===== src/rtl/base_sram_rdpipe.sv =====
// Valid/ready read front-end for a 1-cycle-latency SRAM: issues a read only when its
// data is guaranteed a slot in the 2-entry output buffer, keeping responses in order.
module base_sram_rdpipe #(
  parameter int aw = 8,
  parameter int dw = 32,
  parameter int tw = 1
) (
  input  logic          clk,
  input  logic          reset,
  input  logic          i_v,
  input  logic [aw-1:0] i_a,
  input  logic [tw-1:0] i_t,
  output logic          i_r,
  output logic          sram_re,
  output logic [aw-1:0] sram_ra,
  input  logic [dw-1:0] sram_rd,
  output logic          o_v,
  output logic [dw-1:0] o_d,
  output logic [tw-1:0] o_t,
  input  logic          o_r
);

  logic          vld_p1;
  logic [tw-1:0] tag_p1;
  logic [1:0]    cnt_p2;
  logic [dw-1:0] dat_p2 [2];
  logic [tw-1:0] tgq_p2 [2];

  logic       accept;
  logic       pop;
  logic       wr_idx;
  logic [1:0] occ;

  // Stage p0: request acceptance; occupancy counts the inflight read as already buffered
  assign pop     = o_v & o_r;
  assign occ     = {1'b0, vld_p1} + cnt_p2;
  assign i_r     = ~reset & ((occ - {1'b0, pop}) < 2'd2);
  assign accept  = i_v & i_r;
  assign sram_re = accept;
  assign sram_ra = i_a;

  // Tail slot after this cycle's pop has shifted the buffer down
  assign wr_idx  = (cnt_p2 == 2'd2) || ((cnt_p2 == 2'd1) && !pop);

  always_ff @(posedge clk) begin
    if (reset) begin
      vld_p1 <= 1'b0;
      cnt_p2 <= 2'd0;
    end else begin
      vld_p1 <= accept;
      cnt_p2 <= cnt_p2 + {1'b0, vld_p1} - {1'b0, pop};
    end
  end

  // Stage p1 -> p2: SRAM data joins its delayed tag and enters the buffer
  always_ff @(posedge clk) begin
    if (accept) tag_p1 <= i_t;
    if (pop) begin
      dat_p2[0] <= dat_p2[1];
      tgq_p2[0] <= tgq_p2[1];
    end
    if (vld_p1) begin
      dat_p2[wr_idx] <= sram_rd;
      tgq_p2[wr_idx] <= tag_p1;
    end
  end

  // Stage p2: buffer head drives the response stream
  assign o_v = (cnt_p2 != 2'd0);
  assign o_d = dat_p2[0];
  assign o_t = tgq_p2[0];

endmodule


===== config.mk =====
export PLATFORM = sky130hd
export DESIGN_NAME = base_sram_rdpipe
export DESIGN_NICKNAME = d
export VERILOG_FILES = /design/src/rtl/base_sram_rdpipe.sv
export SDC_FILE = /design/constraint.sdc
export NUM_CORES = 1
export LEC_CHECK = 0
export BUFFER_PORTS_ARGS = -buffer_cell sky130_fd_sc_hd__buf_4
export CAP_MARGIN = 20
export CORE_MARGIN = 2
export CORE_UTILIZATION = 48
export DETAILED_ROUTE_END_ITERATION = 10
export PLACE_DENSITY = 0.76
export SKIP_CTS_REPAIR_TIMING = 1
export SLEW_MARGIN = 30
export SYNTH_ARGS = -nofsm -noshare
export SYNTH_HDL_FRONTEND = slang
export SYNTH_SLANG_ARGS = --single-unit

===== constraint.sdc =====
create_clock -name clk -period 3.01 [get_ports clk]
set_input_delay 0.301 -clock clk [delete_from_list [all_inputs] [get_ports clk]]
set_output_delay 0.301 -clock clk [all_outputs]
set_load 0.02 [all_outputs]

==> impl_metrics.ini <==
[route]
drt_wl_total_um = 7470
ant_nets = 0
drc = 0
vias_per_cell = 5.66
dr.pass1.iters = 5
vias = 2736
drtIter0Drc = 167
wl_per_cell_um = 15.5

[floorplan]
io_pins = 89
row_count = 31
die_h_um = 91.2
die_x_um = 91.2
coreArea_mm2 = 0.00733
initial_core_util = 0.498
die_area_mm2 = 0.00833

[sta]
fin_crit_ns = 2.72
finClkSkew_ns = 0.00915
setup_viol = 0
slew_viol_final = 0
period_share = 0.905
worst_slew_pin_slew_ns = 0.639
relSlewSlack = 0.574
rsz0062_at_grt = false
fmax_ghz = 0.367
finalSetupTns_ns = 0
hold_violations = 0

[yosys]
syn_area_per_cell_um2 = 11.2
yosys_warnings = 0
yosys_register_bits = 70
synth.distinct_cells = 23
synth_top_area_frac = 0.551
seq_area_frac_synth = 0.567
syn-instance-count = 327
yosysTopAreaCell = edfxtp_1
yosys-top-cells-area = edfxtp_1 55%, or3b_1 7.9%, a211oi_1 6.8%, nand2b_1 5.7%, o22ai_1 5.7%
synth_nets = 374
synth_area_mm2 = 0.00365

[cells_and_area]
syn2layout_area_growth_pct = 21.0
fin_area_mm2 = 0.00442
n_antenna_cell = 0
nets = 426
drive_above_1_share = 0.253
final_common_cell = buf_4
layout_common_cells = 76 x buf_4, 67 x edfxtp_1, 35 x a21oi_1

[grt]
antenna_found_initial = 0
grt_use_total = 0.187
grt_max_degree = 74
grt_pass1_wl_um = 12400
grt_overflow = 0
grt_pass1_vias = 2667

[setup_path]
path_max_fanout = 68
cp.required_ns = 2.71
worstSetupEndpointType = output pin
criticalPathCategory = register to output pin
critPathLaunchType = register
arrival_ns = 2.42

[placement]
placed_cell_area_mm2 = 0.00423
hpwlAfterDp_um = 4740
gp_congestion = 0.762
port-buffer-count = 72

[outcome]
status = finished clean

[power_and_ir_drop]
power_density_mw_per_mm2 = 922
vdd_drop_max_mv = 0.673
p_leak_nw = 1.50

[clock_network]
cts_buffer_depth = 2
path_clk_slew_ns = 0.06
clock_latency_ns = 0.34
htree_levels = 3
cts_sinks = 70
cts_buffers = 9
cts_tree = done
clockRootBuffer = clkbuf_8

[worst_hold_path]
hold_class = primary input to register

[flow_run]
max_cap_violations = 0
cells in the mapped netlist (all sizes together):
| cell type | number |
|---|---|
| nor2b | 2 |
| a21oi | 35 |
| o22ai | 33 |
| nand2 | 1 |
| nand2b | 33 |
| o221ai | 1 |
| nor3b | 1 |
| ha | 2 |
| a211oi | 33 |
| or3b | 33 |
| inv | 3 |
| clkbuf | 17 |
| dfxtp | 3 |
| o21ai | 1 |
| and2 | 3 |
| edfxtp | 67 |
| nor2 | 35 |
| buf | 21 |
| or2 | 2 |
| xor3 | 1 |
layout make-up:
class | count | area [um^2]
repair buffers | 79 | 626
multi-input cells | 216 | 1400
clock buffers | 10 | 128
clock inverters | 6 | 52.6
inverters | 3 | 11.3
well taps | 99 | 124
flip-flops and latches | 70 | 2080
fillers | 599 | 2910
sequential cells by signal (all words and copies together) (netlist names):
signal / flops
cnt_p2: 2
dat_p2: 64
tag_p1: 1
tgq_p2: 2
vld_p1: 1
worst max-delay path, cell delays in order, from the launching register on:
cell     delay, ns
dfxtp_2       0.34
buf_8         0.33
inv_1         0.17
ha_1          0.31
inv_1         0.05
ha_1          0.14
xor3_1        0.23
nor2_1        0.17
and2_1        0.19
buf_4         0.15
through the flow:
stage               total power [mW]  hold WS [ns]   util  instances  worst slack [ns]
global route                    4.35         0.116  0.603        483            0.0115
finish                          4.08         0.123  0.603        483             0.287
CTS                             4.10         0.111  0.602        483           0.00988
global placement                3.34         0.476  0.577        467             0.481
floorplan                       2.81         0.373      -        327             0.194
detailed placement              3.39         0.471  0.577        467             0.388
where the power goes:
| group | switching [mW] | leakage (nW) | internal (mW) |
|---|---|---|---|
| registers | 0.105 | 0.644 | 1.46 |
| clock network | 0.340 | 0.0864 | 0.372 |
| logic | 1.10 | 0.774 | 0.704 |
| total | 1.55 | 1.50 | 2.53 |
worst paths after layout:
check	start	end	slack, ns	cells after the start
worst max register to register	cnt_p2[0]$_SDFF_PP0_	tag_p1$_DFFE_PP_	0.79	8
worst min register to register	tag_p1$_DFFE_PP_	tgq_p2[1]$_DFFE_PP_	0.51	0
worst max-delay path	cnt_p2[0]$_SDFF_PP0_	sram_re	0.29	9
worst min-delay path	reset	cnt_p2[1]$_SDFF_PP0_	0.12	2
cells by family (layout without fill, tap and decap cells):
group	after synthesis	in the layout	synth area share
AO/OA/AOI/OAI	103	103	0.177
XOR/XNOR	1	1	0.00651
adder cells (fa/ha/maj)	2	2	0.00685
buffers and inverters	41	98	0.0558
flip-flops	70	70	0.567
AND/OR/NAND/NOR	110	110	0.187
metal layers:
layer,vias up,GRT usage,share of wire
met5,-,0,0
met4,0,0.0859,0.020
met3,16,0.0465,0.046
met2,72,0.301,0.52
met1,1304,0.237,0.41
li1,1344,-,-
Power figures use the tool's default switching activity.
